**src/rtl/ctrl_pkg.sv**
```systemverilog
// Shared opcode, ALU-command and branch encodings plus the control bundle
// that travels in the ID/EX control pipeline register.
package ctrl_pkg;

    localparam int CTRL_OPCODE_W   = 6;
    localparam int CTRL_EXE_CMD_W  = 4;
    localparam int CTRL_REG_ADDR_W = 5;

    localparam logic [5:0] OP_NOP  = 6'd0;
    localparam logic [5:0] OP_ADD  = 6'd1;
    localparam logic [5:0] OP_SUB  = 6'd3;
    localparam logic [5:0] OP_AND  = 6'd5;
    localparam logic [5:0] OP_OR   = 6'd6;
    localparam logic [5:0] OP_NOR  = 6'd7;
    localparam logic [5:0] OP_XOR  = 6'd8;
    localparam logic [5:0] OP_SLA  = 6'd9;
    localparam logic [5:0] OP_SLL  = 6'd10;
    localparam logic [5:0] OP_SRA  = 6'd11;
    localparam logic [5:0] OP_SRL  = 6'd12;
    localparam logic [5:0] OP_ADDI = 6'd32;
    localparam logic [5:0] OP_SUBI = 6'd33;
    localparam logic [5:0] OP_LD   = 6'd36;
    localparam logic [5:0] OP_ST   = 6'd37;
    localparam logic [5:0] OP_BEZ  = 6'd40;
    localparam logic [5:0] OP_BNE  = 6'd41;
    localparam logic [5:0] OP_JMP  = 6'd42;

    localparam logic [3:0] EXE_ADD = 4'b0000;
    localparam logic [3:0] EXE_SUB = 4'b0010;
    localparam logic [3:0] EXE_AND = 4'b0100;
    localparam logic [3:0] EXE_OR  = 4'b0101;
    localparam logic [3:0] EXE_NOR = 4'b0110;
    localparam logic [3:0] EXE_XOR = 4'b0111;
    localparam logic [3:0] EXE_SHL = 4'b1000;
    localparam logic [3:0] EXE_SRA = 4'b1001;
    localparam logic [3:0] EXE_SRL = 4'b1010;

    localparam logic [1:0] BR_NONE = 2'b00;
    localparam logic [1:0] BR_BEZ  = 2'b01;
    localparam logic [1:0] BR_BNE  = 2'b10;
    localparam logic [1:0] BR_JMP  = 2'b11;

    typedef struct packed {
        logic       wb;
        logic       mem_read;
        logic       mem_write;
        logic [1:0] branch;
        logic [3:0] exe_cmd;
        logic       imm;
    } ctrl_bundle_t;

    localparam ctrl_bundle_t CTRL_BUBBLE = 10'b0;

    function automatic ctrl_bundle_t mk_ctrl(input logic wb, input logic mr, input logic mw,
                                             input logic [1:0] br, input logic [3:0] cmd,
                                             input logic imm);
        ctrl_bundle_t c;
        c.wb        = wb;
        c.mem_read  = mr;
        c.mem_write = mw;
        c.branch    = br;
        c.exe_cmd   = cmd;
        c.imm       = imm;
        return c;
    endfunction

endpackage

```
**src/rtl/op_decoder.sv**
```systemverilog
// Combinational opcode decoder: control bundle, source-register usage and
// an unmapped-opcode indication.
module op_decoder
    import ctrl_pkg::*;
(
    input  logic [CTRL_OPCODE_W-1:0] opcode_i,
    output ctrl_bundle_t             ctrl_o,
    output logic                     uses_src1_o,
    output logic                     uses_src2_o,
    output logic                     illegal_o
);

    // Opcode to control-bundle map; unmapped opcodes behave as NOP
    always_comb begin
        ctrl_o      = CTRL_BUBBLE;
        uses_src1_o = 1'b0;
        uses_src2_o = 1'b0;
        illegal_o   = 1'b0;
        case (opcode_i)
            OP_NOP: begin
                ctrl_o = CTRL_BUBBLE;
            end
            OP_ADD, OP_SUB, OP_AND, OP_OR, OP_NOR, OP_XOR,
            OP_SLA, OP_SLL, OP_SRA, OP_SRL: begin
                uses_src1_o = 1'b1;
                uses_src2_o = 1'b1;
                case (opcode_i)
                    OP_ADD:  ctrl_o = mk_ctrl(1'b1, 1'b0, 1'b0, BR_NONE, EXE_ADD, 1'b0);
                    OP_SUB:  ctrl_o = mk_ctrl(1'b1, 1'b0, 1'b0, BR_NONE, EXE_SUB, 1'b0);
                    OP_AND:  ctrl_o = mk_ctrl(1'b1, 1'b0, 1'b0, BR_NONE, EXE_AND, 1'b0);
                    OP_OR:   ctrl_o = mk_ctrl(1'b1, 1'b0, 1'b0, BR_NONE, EXE_OR,  1'b0);
                    OP_NOR:  ctrl_o = mk_ctrl(1'b1, 1'b0, 1'b0, BR_NONE, EXE_NOR, 1'b0);
                    OP_XOR:  ctrl_o = mk_ctrl(1'b1, 1'b0, 1'b0, BR_NONE, EXE_XOR, 1'b0);
                    OP_SRA:  ctrl_o = mk_ctrl(1'b1, 1'b0, 1'b0, BR_NONE, EXE_SRA, 1'b0);
                    OP_SRL:  ctrl_o = mk_ctrl(1'b1, 1'b0, 1'b0, BR_NONE, EXE_SRL, 1'b0);
                    default: ctrl_o = mk_ctrl(1'b1, 1'b0, 1'b0, BR_NONE, EXE_SHL, 1'b0);
                endcase
            end
            OP_ADDI: begin
                uses_src1_o = 1'b1;
                ctrl_o      = mk_ctrl(1'b1, 1'b0, 1'b0, BR_NONE, EXE_ADD, 1'b1);
            end
            OP_SUBI: begin
                uses_src1_o = 1'b1;
                ctrl_o      = mk_ctrl(1'b1, 1'b0, 1'b0, BR_NONE, EXE_SUB, 1'b1);
            end
            OP_LD: begin
                uses_src1_o = 1'b1;
                ctrl_o      = mk_ctrl(1'b1, 1'b1, 1'b0, BR_NONE, EXE_ADD, 1'b1);
            end
            OP_ST: begin
                uses_src1_o = 1'b1;
                uses_src2_o = 1'b1;
                ctrl_o      = mk_ctrl(1'b0, 1'b0, 1'b1, BR_NONE, EXE_ADD, 1'b1);
            end
            OP_BEZ: begin
                uses_src1_o = 1'b1;
                ctrl_o      = mk_ctrl(1'b0, 1'b0, 1'b0, BR_BEZ, EXE_ADD, 1'b1);
            end
            OP_BNE: begin
                uses_src1_o = 1'b1;
                uses_src2_o = 1'b1;
                ctrl_o      = mk_ctrl(1'b0, 1'b0, 1'b0, BR_BNE, EXE_ADD, 1'b1);
            end
            OP_JMP: begin
                ctrl_o = mk_ctrl(1'b0, 1'b0, 1'b0, BR_JMP, EXE_ADD, 1'b1);
            end
            default: begin
                ctrl_o    = CTRL_BUBBLE;
                illegal_o = 1'b1;
            end
        endcase
    end

endmodule

```
**src/rtl/pipe_ctrl_stage.sv**
```systemverilog
// ID-stage control: decode, load-use hazard detection and the ID/EX control
// register. Define CTRL_ILLEGAL_TRAP_EN to bubble unmapped opcodes and raise illegal_op.
module pipe_ctrl_stage
    import ctrl_pkg::*;
#(
    parameter int OPCODE_W   = CTRL_OPCODE_W,
    parameter int EXE_CMD_W  = CTRL_EXE_CMD_W,
    parameter int REG_ADDR_W = CTRL_REG_ADDR_W
)(
    input  logic                  clk,
    input  logic                  rst_n,
    input  logic                  id_valid,
    input  logic [OPCODE_W-1:0]   id_opcode,
    input  logic [REG_ADDR_W-1:0] id_src1,
    input  logic [REG_ADDR_W-1:0] id_src2,
    input  logic [REG_ADDR_W-1:0] id_dest,
    input  logic                  freeze,
    input  logic                  flush,
    output logic                  hazard_stall,
    output logic                  ex_valid,
    output logic                  ex_wb_en,
    output logic                  ex_mem_read,
    output logic                  ex_mem_write,
    output logic [1:0]            ex_branch_type,
    output logic [EXE_CMD_W-1:0]  ex_exe_cmd,
    output logic                  ex_is_imm,
    output logic [REG_ADDR_W-1:0] ex_dest,
    output logic                  illegal_op
);

    ctrl_bundle_t          dec_ctrl_s;
    logic                  dec_us1_s;
    logic                  dec_us2_s;
    logic                  dec_illegal_s;
    logic                  src_hit_s;
    logic                  trap_s;
    logic                  bubble_s;

    ctrl_bundle_t          ctrl_d, ctrl_q;
    logic                  valid_d, valid_q;
    logic [REG_ADDR_W-1:0] dest_d, dest_q;
    logic                  illegal_d, illegal_q;

    op_decoder u_dec (
        .opcode_i    (id_opcode),
        .ctrl_o      (dec_ctrl_s),
        .uses_src1_o (dec_us1_s),
        .uses_src2_o (dec_us2_s),
        .illegal_o   (dec_illegal_s)
    );

`ifdef CTRL_ILLEGAL_TRAP_EN
    assign trap_s = id_valid & dec_illegal_s;
`else
    logic unused_illegal_s;
    assign unused_illegal_s = dec_illegal_s;
    assign trap_s           = 1'b0;
`endif

    // Register 0 is never a real producer, so it cannot create a load-use hazard
    assign src_hit_s = (dec_us1_s & (id_src1 == dest_q)) | (dec_us2_s & (id_src2 == dest_q));
    assign hazard_stall = ~freeze & id_valid & valid_q & ctrl_q.mem_read &
                          (dest_q != {REG_ADDR_W{1'b0}}) & src_hit_s;

    assign bubble_s  = flush | hazard_stall | ~id_valid | trap_s;
    assign illegal_d = illegal_q | (~freeze & ~flush & trap_s);

    // Next ID/EX contents: freeze holds, then bubble, then the decoded instruction
    always_comb begin
        ctrl_d  = ctrl_q;
        valid_d = valid_q;
        dest_d  = dest_q;
        if (freeze) begin
            ctrl_d  = ctrl_q;
            valid_d = valid_q;
            dest_d  = dest_q;
        end else if (bubble_s) begin
            ctrl_d  = CTRL_BUBBLE;
            valid_d = 1'b0;
            dest_d  = {REG_ADDR_W{1'b0}};
        end else begin
            ctrl_d  = dec_ctrl_s;
            valid_d = 1'b1;
            dest_d  = id_dest;
        end
    end

    // ID/EX control pipeline register and sticky illegal flag
    always_ff @(posedge clk or negedge rst_n) begin
        if (!rst_n) begin
            ctrl_q    <= CTRL_BUBBLE;
            valid_q   <= 1'b0;
            dest_q    <= {REG_ADDR_W{1'b0}};
            illegal_q <= 1'b0;
        end else begin
            ctrl_q    <= ctrl_d;
            valid_q   <= valid_d;
            dest_q    <= dest_d;
            illegal_q <= illegal_d;
        end
    end

    assign ex_valid       = valid_q;
    assign ex_wb_en       = ctrl_q.wb;
    assign ex_mem_read    = ctrl_q.mem_read;
    assign ex_mem_write   = ctrl_q.mem_write;
    assign ex_branch_type = ctrl_q.branch;
    assign ex_exe_cmd     = ctrl_q.exe_cmd;
    assign ex_is_imm      = ctrl_q.imm;
    assign ex_dest        = dest_q;
    assign illegal_op     = illegal_q;

endmodule

```
**config.mk**
```make
export PLATFORM = sky130hd
export DESIGN_NAME = pipe_ctrl_stage
export DESIGN_NICKNAME = d
export VERILOG_FILES = /design/src/rtl/ctrl_pkg.sv /design/src/rtl/op_decoder.sv /design/src/rtl/pipe_ctrl_stage.sv
export SDC_FILE = /design/constraint.sdc
export NUM_CORES = 1
export LEC_CHECK = 0
export ABC_AREA = 1
export CAP_MARGIN = 20
export CORE_ASPECT_RATIO = 2
export CORE_MARGIN = 4
export CORE_UTILIZATION = 49
export CTS_CLUSTER_SIZE = 14
export DETAILED_ROUTE_END_ITERATION = 10
export HOLD_SLACK_MARGIN = 0.15
export PLACE_DENSITY = 0.94
export SLEW_MARGIN = 5
export SYNTH_ARGS = -nofsm -noshare
export SYNTH_HDL_FRONTEND = slang
export SYNTH_SLANG_ARGS = --single-unit
```
**constraint.sdc**
```tcl
create_clock -name clk -period 2.3 [get_ports clk]
set_input_delay 0.345 -clock clk [delete_from_list [all_inputs] [get_ports clk]]
set_output_delay 0.345 -clock clk [all_outputs]
set_load 0.02 [all_outputs]
```
==> metrics.md <==
| Metric | Value |
|---|---|
| CP arrival | about 1.9 ns |
| Synth-to-layout area growth | 54.3% |
| Share of cells above drive strength 1 | approximately a third |
| CP Capture Type | primary output |
| Die W | 44.6 um |
| Cts hold-fix bufs | 0 |
| Pre-CTS worst setup slack | -0.584 ns |
| Syn Area/Cell | 7.49 um^2 |
| Layout Cells excl Fill | 265 |
| FF+latch count, synth | 16 |
| H-tree levels | 1 |
| CTS clk-pin slew, worst paths | 0.06 ns |
| Worst vdd ir | 0.300 mV |
| Minimum clock period | 2.23 ns |
| Synth warn | 0 |
| DRC violations left | 0 |
| Final slew viol count | 0 |
| Final setup violation count | 0 |
| Worst-Skew Late Latency | ~0.26 ns |
| Asr flop ratio synth | 100% |
| All-Layer GR Usage | 25.2% |
| Placed insts | 260 |
| First-pass GRT wire length | 6690 um |
| Post-Synthesis Cell Area | 1310 um^2 |
| CP startpoint kind | primary input |
| Initial Util | 51.0% |
| Area of the die | 3610 um^2 |
| Grt met1 use | about 23% |
| Pwr dens | between 300 and 400 nW/um^2 |
| N_diodes | 0 |
| DPL Wire Length | 3110 um |
| Fmax | 449 MHz |
| Routed vias | 1,455 |
| WS Path Type | primary input to primary output |
| Number of global-route vias before repair | 1,556 |
| Root Buffer | clkbuf_8 |
| Register area share after synthesis | 30.6% |
| Largest net degree at the start of global routing | 17 |
| Required @ worst endpoint | 1.96 ns |
| Syn_nets | 206 |
| Total wire length | 4300 um |
| Layout Skew | roughly 0.0008 ns |
| Die Ht | 81.1 um |
| Max clock buf depth | 2 |
| Placer Congestion | 1.03 |
| Drt first pass iters | 6 |
| Synth unique cells | 30 |
| Peak fanout along the critical path | 8 |
| Number of DRC violations after detailed-routing iteration 0 | 65 |
| Wire per inst | 16.2 um |
| Least-Margin Pin Slew | around 0.74 ns |
| Synth Flop Type | dfrtp_1 |
| Num CTS Buffers | 3 |
| Pleak | between 1 and 1.5 nW |
| CTS tree | yes |
| Outcome | finished, final reports clean |
| EDFF count, synth | 0 |
| Global routing usage on met2 | 48.1% |
| FP Rows | 26 |
| Initial antenna violation count | 0 |
| Post-route ant nets | 0 |
| Worst hold path type | register to register |
| Post-route setup slack | around 0.072 ns |
| Headroom to the max-slew limit | 50.3% |
| Gr busiest metal | met2 |
| IO Pins | 44 |
| Nets | 269 |
| Core ar. | about 2600 um^2 |
| Tcrit/Tclk final | between 90% and 100% |
| Max-cap viol count | 0 |
| Buffers on Ports | 42 |
| M3 GR Usage | 2.00% |
| Vias/cell | 5.49 |
| Grt ovf | 0 |
| Sink Count | 16 |
| Syn Inst Count | 175 |
| Final hold vios | 0 |
==> worst paths after layout <==
| path | startpoint | to | slack, ns | cells past startpoint |
|---|---|---|---|---|
| min in group asynchronous | rst_n | ex_dest[2] | 0.53 | 1 |
| worst max register to register | ex_dest[3] | ex_dest[3] | 0.56 | 9 |
| worst max-delay path | id_opcode[2] | hazard_stall | 0.07 | 13 |
| worst min-delay path | ex_branch_type[1] | ex_branch_type[1] | 0.50 | 2 |
| max in group asynchronous | rst_n | ex_dest[1] | 1.31 | 1 |
| worst min register to register | ex_branch_type[1] | ex_branch_type[1] | 0.50 | 2 |
==> per-layer routing <==
| layer | wire (um) | vias to the layer above |
|---|---|---|
| met5 | 0 | - |
| met4 | 287 | 0 |
| met3 | 213 | 24 |
| met2 | 2440 | 76 |
| met1 | 1360 | 683 |
| li1 | - | 672 |
==> cell families after synthesis <==
logic type      count (synthesis)  share of synthesized area (%)
compound gates                  8                           3.44
simple gates                  114                           47.3
flops                          16                           30.6
fa+ha+maj                       5                           4.78
other cells                     1                          0.286
xor+xnor                        6                           4.01
buf+inv                        25                           9.65
==> cell usage after synthesis, types with 2 or more instances <==
master   number  area, um^2
nand3_2       9        90.1
nor2_1        8        30.0
nand2_2      17         106
nor2_4        4        45.0
a21oi_1       3        15.0
nor2_2        4        25.0
xnor2_1       5        43.8
or2_1         2        12.5
ha_1          5        62.6
nand2_1      44         165
inv_2         5        18.8
o21ai_0       2        10.0
dfrtp_1      16         400
inv_1        14        52.6
nor3_1        3        15.0
nand3_1      16        80.1
nand4_1       4        25.0
buf_4         2        15.0
==> cells in the final DEF, fill, tap and decap left out, drive strengths merged <==
cell type,instances
dlymetal6s2s,2
clkdlybuf4s50,37
a21oi,3
clkdlybuf4s15,1
conb,1
clkbuf,5
nor2,16
o21ai,3
or2,3
buf,23
nand3b,1
nor3,3
nand3,25
dfrtp,16
xor2,1
nand4,4
ha,5
xnor2,5
a21boi,2
inv,19
nand2,62
==> final cells by class <==
| cell class | count | area, um^2 |
|---|---|---|
| well taps | 28 | 35.0 |
| inverters | 19 | 73.8 |
| repair buffers | 64 | 593 |
| fillers | 166 | 549 |
| flip-flops and latches | 16 | 400 |
| clock buffers | 4 | 55.1 |
| multi-input cells | 134 | 863 |
==> sequential cells by signal, indices dropped and copies added, names as in the netlist <==
| signal | count |
|---|---|
| ex_valid | 1 |
| ex_branch_type | 2 |
| ex_dest | 5 |
| ex_is_imm | 1 |
| ex_mem_read | 1 |
| ex_mem_write | 1 |
| ex_wb_en | 1 |
| ex_exe_cmd | 4 |
==> stage by stage <==
stage | hold WS [ns] | total power [mW] | util [%] | setup TNS (ns) | area [um^2]
5_1_grt | 0.519 | 0.820 | 78.6 | -0.0180 | 2020
4_1_cts | 0.493 | 0.775 | 76.7 | 0 | 1970
3_5_place_dp | 0.473 | 0.519 | 73.2 | -1.78 | 1880
2_1_floorplan | 0.0494 | 0.407 | - | 0 | 1310
6_report | 0.497 | 0.790 | 78.6 | 0 | 2020
3_3_place_gp | 0.462 | 0.514 | 73.2 | -0.503 | 1880
==> where the power goes <==
| group | switching (mW) | internal (mW) | leakage, nW | total [mW] |
|---|---|---|---|---|
| Combinational | 0.119 | 0.113 | 0.756 | 0.232 |
| Clock | 0.104 | 0.152 | 0.0288 | 0.256 |
| Sequential | 0.0112 | 0.290 | 0.220 | 0.301 |
==> worst max-delay path: stages <==
cell and delay (ns):
clkdlybuf4s50_1 0.45, buf_4 0.17, nand2_2 0.12, nor2_4 0.14
nor2_4 0.05, nand2_2 0.07, nand2_2 0.06, nand2_1 0.07
nand2_1 0.07, nand2_2 0.09, nand2_4 0.05, inv_2 0.05
buf_2 0.15
==> timing repair <==
| item | 4_1_cts | 5_1_grt |
|---|---|---|
| resized for setup | 16 | 14 |
| pin swaps | 1 | 1 |
| setup endpoints to repair | 1 | 1 |
| buffers inserted | 1 | 0 |
Power figures use the tool's default switching activity.
